File: config.mk
export PLATFORM = sky130hd
export DESIGN_NAME = audio_pio_i2s_bridge
export DESIGN_NICKNAME = d
export VERILOG_FILES = /design/src/rtl/audio_pio_i2s_bridge.sv
export SDC_FILE = /design/constraint.sdc
export NUM_CORES = 1
export LEC_CHECK = 0
export ABC_AREA = 1
export BUFFER_PORTS_ARGS = -buffer_cell sky130_fd_sc_hd__buf_4
export CAP_MARGIN = 20
export CORE_UTILIZATION = 56
export DETAILED_ROUTE_END_ITERATION = 10
export PLACE_DENSITY_LB_ADDON = 0.3
export SLEW_MARGIN = 10
export SYNTH_ARGS = -nofsm -noshare
export SYNTH_HDL_FRONTEND = slang
export SYNTH_SLANG_ARGS = --single-unit
export TNS_END_PERCENT = 10
File: constraint.sdc
create_clock -name clk -period 2.15 [get_ports clk]
set_clock_uncertainty 0.15 [all_clocks]
set_input_delay 0.215 -clock clk [delete_from_list [all_inputs] [get_ports clk]]
set_output_delay 0.215 -clock clk [all_outputs]
set_load 0.01 [all_outputs]
File: src/rtl/audio_pio_i2s_bridge.sv
// I2S slave bridge between the audio PIO sample words and the WM8731 codec pins.
// The codec drives BCLK and both LRCKs; every pin is resynchronised onto clk.
module audio_pio_i2s_bridge #(
  parameter int DATA_W      = 24,
  parameter int SYNC_STAGES = 2
) (
  input  logic        clk,
  input  logic        reset_n,
  input  logic [31:0] dac_word,
  output logic [31:0] adc_word,
  output logic        sample_tick,
  output logic        frame_err,
  input  logic        aud_bclk,
  input  logic        aud_daclrck,
  input  logic        aud_adclrck,
  input  logic        aud_adcdat,
  output logic        aud_dacdat
);

  localparam int CNT_W = $clog2(DATA_W + 1);

  typedef enum logic [1:0] {TX_IDLE, TX_DELAY, TX_SHIFT} tx_state_t;
  typedef enum logic [1:0] {RX_IDLE, RX_SKIP, RX_CAPTURE} rx_state_t;

  logic [3:0] pins;
  logic [3:0] sync_line;
  logic [3:0] prev_reg;

  // Line order: 0 = bclk, 1 = daclrck, 2 = adclrck, 3 = adcdat.
  assign pins = {aud_adcdat, aud_adclrck, aud_daclrck, aud_bclk};

  genvar gi;
  generate
    for (gi = 0; gi < 4; gi++) begin : g_sync
      logic [SYNC_STAGES-1:0] chain_reg;
      always_ff @(posedge clk or negedge reset_n) begin
        if (!reset_n) chain_reg <= '0;
        else          chain_reg <= {chain_reg[SYNC_STAGES-2:0], pins[gi]};
      end
      assign sync_line[gi] = chain_reg[SYNC_STAGES-1];
    end
  endgenerate

  always_ff @(posedge clk or negedge reset_n) begin
    if (!reset_n) prev_reg <= '0;
    else          prev_reg <= sync_line;
  end

  logic bclk_rise, bclk_fall, dlr_edge, alr_edge, alr_fall, adc_bit;
  assign bclk_rise = sync_line[0] & ~prev_reg[0];
  assign bclk_fall = ~sync_line[0] & prev_reg[0];
  assign dlr_edge  = sync_line[1] ^ prev_reg[1];
  assign alr_edge  = sync_line[2] ^ prev_reg[2];
  assign alr_fall  = alr_edge & ~sync_line[2];
  assign adc_bit   = sync_line[3];

  tx_state_t         tx_state_reg, tx_state_next;
  logic [DATA_W-1:0] shadow_reg, shadow_next;
  logic [CNT_W-1:0]  tx_cnt_reg, tx_cnt_next;
  logic              dacdat_reg, dacdat_next;

  rx_state_t         rx_state_reg, rx_state_next;
  logic [DATA_W-1:0] rx_shift_reg, rx_shift_next;
  logic [CNT_W-1:0]  rx_cnt_reg, rx_cnt_next;
  logic [31:0]       adc_word_reg, adc_word_next;
  logic              tick_reg, tick_next;
  logic              err_reg, err_next;

  // Transmit: an LRCK edge reloads the shadow and wins over a coincident BCLK fall,
  // so the MSB lands on the second BCLK fall of the slot.
  always_comb begin
    tx_state_next = tx_state_reg;
    shadow_next   = shadow_reg;
    tx_cnt_next   = tx_cnt_reg;
    dacdat_next   = dacdat_reg;
    if (dlr_edge) begin
      shadow_next   = dac_word[DATA_W-1:0];
      tx_cnt_next   = '0;
      tx_state_next = TX_DELAY;
    end else if (bclk_fall) begin
      case (tx_state_reg)
        TX_DELAY, TX_SHIFT: begin
          if (tx_cnt_reg == CNT_W'(DATA_W)) begin
            dacdat_next   = 1'b0;
            tx_state_next = TX_IDLE;
          end else begin
            dacdat_next   = shadow_reg[DATA_W-1];
            shadow_next   = {shadow_reg[DATA_W-2:0], 1'b0};
            tx_cnt_next   = tx_cnt_reg + 1'b1;
            tx_state_next = TX_SHIFT;
          end
        end
        default: ;
      endcase
    end
  end

  // Receive: only the left slot is captured; any LRCK edge inside a slot is a short slot.
  always_comb begin
    rx_state_next = rx_state_reg;
    rx_shift_next = rx_shift_reg;
    rx_cnt_next   = rx_cnt_reg;
    adc_word_next = adc_word_reg;
    tick_next     = 1'b0;
    err_next      = 1'b0;
    if (alr_edge) begin
      if (rx_state_reg != RX_IDLE) err_next = 1'b1;
      if (alr_fall) begin
        rx_state_next = RX_SKIP;
        rx_shift_next = '0;
        rx_cnt_next   = '0;
      end else begin
        rx_state_next = RX_IDLE;
      end
    end else if (bclk_rise) begin
      case (rx_state_reg)
        RX_SKIP: rx_state_next = RX_CAPTURE;
        RX_CAPTURE: begin
          rx_shift_next = {rx_shift_reg[DATA_W-2:0], adc_bit};
          rx_cnt_next   = rx_cnt_reg + 1'b1;
          if (rx_cnt_reg == CNT_W'(DATA_W - 1)) begin
            adc_word_next = 32'($signed(rx_shift_next));
            tick_next     = 1'b1;
            rx_state_next = RX_IDLE;
          end
        end
        default: ;
      endcase
    end
  end

  always_ff @(posedge clk or negedge reset_n) begin
    if (!reset_n) begin
      tx_state_reg <= TX_IDLE;
      shadow_reg   <= '0;
      tx_cnt_reg   <= '0;
      dacdat_reg   <= 1'b0;
      rx_state_reg <= RX_IDLE;
      rx_shift_reg <= '0;
      rx_cnt_reg   <= '0;
      adc_word_reg <= '0;
      tick_reg     <= 1'b0;
      err_reg      <= 1'b0;
    end else begin
      tx_state_reg <= tx_state_next;
      shadow_reg   <= shadow_next;
      tx_cnt_reg   <= tx_cnt_next;
      dacdat_reg   <= dacdat_next;
      rx_state_reg <= rx_state_next;
      rx_shift_reg <= rx_shift_next;
      rx_cnt_reg   <= rx_cnt_next;
      adc_word_reg <= adc_word_next;
      tick_reg     <= tick_next;
      err_reg      <= err_next;
    end
  end

  assign adc_word    = adc_word_reg;
  assign sample_tick = tick_reg;
  assign frame_err   = err_reg;
  assign aud_dacdat  = dacdat_reg;

endmodule

==> summary.md <==
| Metric | Value |
|---|---|
| Status | finished, final reports clean |
| Die height | approximately 91 um |
| YS warnings | 0 |
| Detailed Place HPWL | 5.66 mm |
| Max IR drop VDD | approximately 0.00039 V |
| CTS tree | built |
| GPL Wtd Cong | 0.782 |
| Port Buffers | between 60 and 70 |
| Startpoint Class | register |
| Xor/xnor share of the synthesized area | less than 1% |
| Tmin final | 1900 ps |
| Synth Net Count | 578 |
| Final setup viols | 0 |
| Core area | around 7700 um2 |
| Post-synthesis simple-gate area fraction | 35.0% |
| Setup TNS | 0 ps |
| Post-synthesis adder-cell area fraction | between 1 and 1.5% |
| Nets | roughly 650 |
| Critical-path maximum fanout | 25 |
| Fin crit share | 88.5% |
| Crit-path cells | inv_1, ha_2, inv_2, nor2_4, nand3_4, nand2_1, nand2_1 |
| Vias in the first global route | around 3700 |
| Mux share of post-synthesis cell area | 0% |
| Hold Path Class | primary input to register |
| IO Pins | 73 |
| Largest net degree at the start of global routing | 100 |
| Final Hold Violating Endpoints | 0 |
| Routed wire per std cell | 12.4 um |
| Residual DRC | 0 |
| Max-slew violation count | 0 |
| Hold EP | shadow_reg[14] |
| Worst-case reg-to-reg path depth | 7 |
| Post-synthesis sequential element count | 99 |
| CP endpoint kind | register |
| Mean post-synth cell area | ~8.3 um2 |
| Max clock buf depth | 2 |
| RSZ-0062 raised after global routing | no |
| CP peak stage delay | about 450 ps |
| N_diodes | 0 |
| Critical path's slowest cell | ha_2 |
| Clock-pin slew on the worst setup and hold paths | ~100 ps |
| R2r endpoint | adc_word[1] |
| Worst hold stages | 5 |
| TritonRoute pass-1 iters | 4 |
| Row cnt | 32 |
| Synthesized area | between 4000 and 5000 um2 |
| Initial antenna violation count | 0 |
| Area delta synth->final | 21.6% |
| Share of cells above drive strength 1 | around 17% |
| Detailed Route WL | between 8 and 9 mm |
| Total CTS buffers | 9 |
| Insertion delay to the later sink of the worst-skew pair | between 300 and 400 ps |
| PwrDens | roughly 700 nW/um2 |
| Largest family of logic cells by synthesized area | simple AND/OR/NAND/NOR gates |
| Max_cap viols | 0 |
| Leak | 3.04 nW |
| GRT overflow | 0 |
| DP Area | 4980 um2 |
| Global-route wire length before repair | roughly 16 mm |
| Cell repeated most along the worst path | nand2_1 |
| Clock Sinks | 99 |
| Normalized max-slew margin | between 60% and 70% |
| Complex-gate fraction of the synthesized area | ~1.5% |
| Reg2reg start | g_sync[2].chain_reg[1] |
| Distinct cells, synth | 25 |
| Register area share after synthesis | a little under three fifths |
| WP data required | 2260 ps |
| Critical path class | register to register |
| Initial core utilization | 57.9% |
| Drt initial violations | approximately 140 |
| FMAX | 526 MHz |
| Via Count | between 3000 and 4000 |
| Slew @ Worst Pin | slightly above 500 ps |
| Total GRT Usage | between 20% and 30% |
| Antenna-violating nets left | 0 |
| Vias/cell | 5.17 |
| Crit path DAT | approximately 2000 ps |
| Hold wc startpoint | dac_word[14] |
| CTS H-Tree Depth | 3 |
| Mapped Cells | roughly 540 |
| CTS Root Cell | clkbuf_8 |
| Reg2reg setup slack | about 250 ps |
| Die X | slightly above 90 um |
| Die Area | roughly 8400 um2 |
| Final Cell Area | ~5400 um2 |
-- critical path: cells and delay by family (launching register included) --
kind | cells | cell delay [ps]
buffers and inverters | 2 | 140
adders and majority gates | 1 | 450
DFF | 1 | 380
and+or+nand+nor | 4 | 680
-- layer usage --
layer	wire (um)	GRT usage, %	part of all wire (%)	vias up
met2	4670	42.5	52	67
li1	-	-	-	1859
met1	3880	27.8	43	1780
met5	0	0	0	-
met4	117	10.3	1.3	0
met3	250	3.18	2.8	10
-- per-stage QoR --
stage          hold slack [ps]  std cells  total power (W)  util, %  setup WS [ps]
2_1_floorplan             -231        536          0.00241        -            483
3_3_place_gp               164        678          0.00257     64.5            231
3_5_place_dp               163        678          0.00260     64.5            156
4_1_cts                   9.10        719          0.00386     70.4            158
5_1_grt                   43.8        719          0.00402     70.4           65.5
6_report                  15.8        719          0.00382     70.4            247
-- power by group --
part / switching, W / internal, W
Sequential: 0.0000801 / 0.00198
Clock: 0.000671 / 0.000557
Combinational: 0.000327 / 0.000211
Total: 0.00108 / 0.00275
-- worst max-delay path by stage --
stage               slack, ps                    from           end
global route               70  g_sync[2].chain_reg[1]   adc_word[1]
detailed placement        160  g_sync[2].chain_reg[1]   adc_word[1]
floorplan                 480  g_sync[2].chain_reg[1]  adc_word[10]
global placement          230  g_sync[2].chain_reg[1]   adc_word[1]
CTS                       160  g_sync[2].chain_reg[1]   adc_word[1]
finish                    250  g_sync[2].chain_reg[1]   adc_word[1]
-- cell families (layout without fill, tap and decap cells) --
group	count (synthesis)	after routing
compound gates	11	11
xor+xnor	1	1
buf+inv	58	139
fa+ha+maj	4	4
simple gates	363	363
flops	99	99
-- cells in the mapped netlist --
cell / instances / area [um2]
o21ai_0: 3 / 15.0
nand3_1: 64 / 320
ha_1: 4 / 50.1
nor2_4: 1 / 11.3
nor2_1: 10 / 37.5
nand2_1: 252 / 946
nor2_2: 1 / 6.26
clkinv_1: 1 / 3.75
a21oi_1: 2 / 10.0
inv_2: 1 / 3.75
nand4_2: 1 / 12.5
nand4_1: 31 / 194
clkbuf_1: 6 / 22.5
buf_2: 20 / 100
o21ai_1: 4 / 20.0
nand2_2: 1 / 6.26
inv_1: 16 / 60.1
buf_4: 12 / 90.1
o21ai_4: 1 / 16.3
xor2_1: 1 / 8.76
buf_6: 2 / 22.5
dfrtp_1: 99 / 2480
o211ai_1: 1 / 7.51
nand3_4: 1 / 17.5
nor3_4: 1 / 16.3
-- what timing repair did --
action                                  in CTS  in global routing
endpoints found under the hold margin      123                  0
hold buffers                                25                  0
endpoints found under the setup margin       0                  7
resized for setup                            0                  1
buffers inserted                             0                  0
-- final cells by class --
class | count | area (um2)
sequential | 99 | 2480
multi-input combinational | 379 | 1700
inverter | 18 | 67.6
fill | 635 | 2290
clock buffer | 9 | 124
clock inverter | 7 | 81.3
tap | 102 | 128
timing repair buffer | 105 | 863
-- cells in the final DEF, fill, tap and decap left out --
cell | synthesis | routed
nand2_1 | 252 | 251
bufinv_16 | 0 | 1
inv_6 | 0 | 4
clkinv_4 | 0 | 1
a21oi_1 | 2 | 2
inv_1 | 16 | 16
o21ai_1 | 4 | 4
nand4_1 | 31 | 31
nor2_1 | 10 | 10
xor2_1 | 1 | 1
o21ai_0 | 3 | 3
ha_1 | 4 | 3
clkbuf_8 | 0 | 9
o21ai_4 | 1 | 1
clkinv_1 | 1 | 1
dlygate4sd3_1 | 0 | 25
nand4_2 | 1 | 1
nor3_4 | 1 | 1
buf_12 | 0 | 1
nor2_2 | 1 | 1
clkinvlp_4 | 0 | 1
o211ai_1 | 1 | 1
ha_2 | 0 | 1
nand3_4 | 1 | 1
nor2_4 | 1 | 1
dfrtp_1 | 99 | 99
nand2_2 | 1 | 2
nand3_1 | 64 | 64
inv_2 | 1 | 1
buf_4 | 12 | 79
Note: power is estimated with default switching activity, not from simulation.
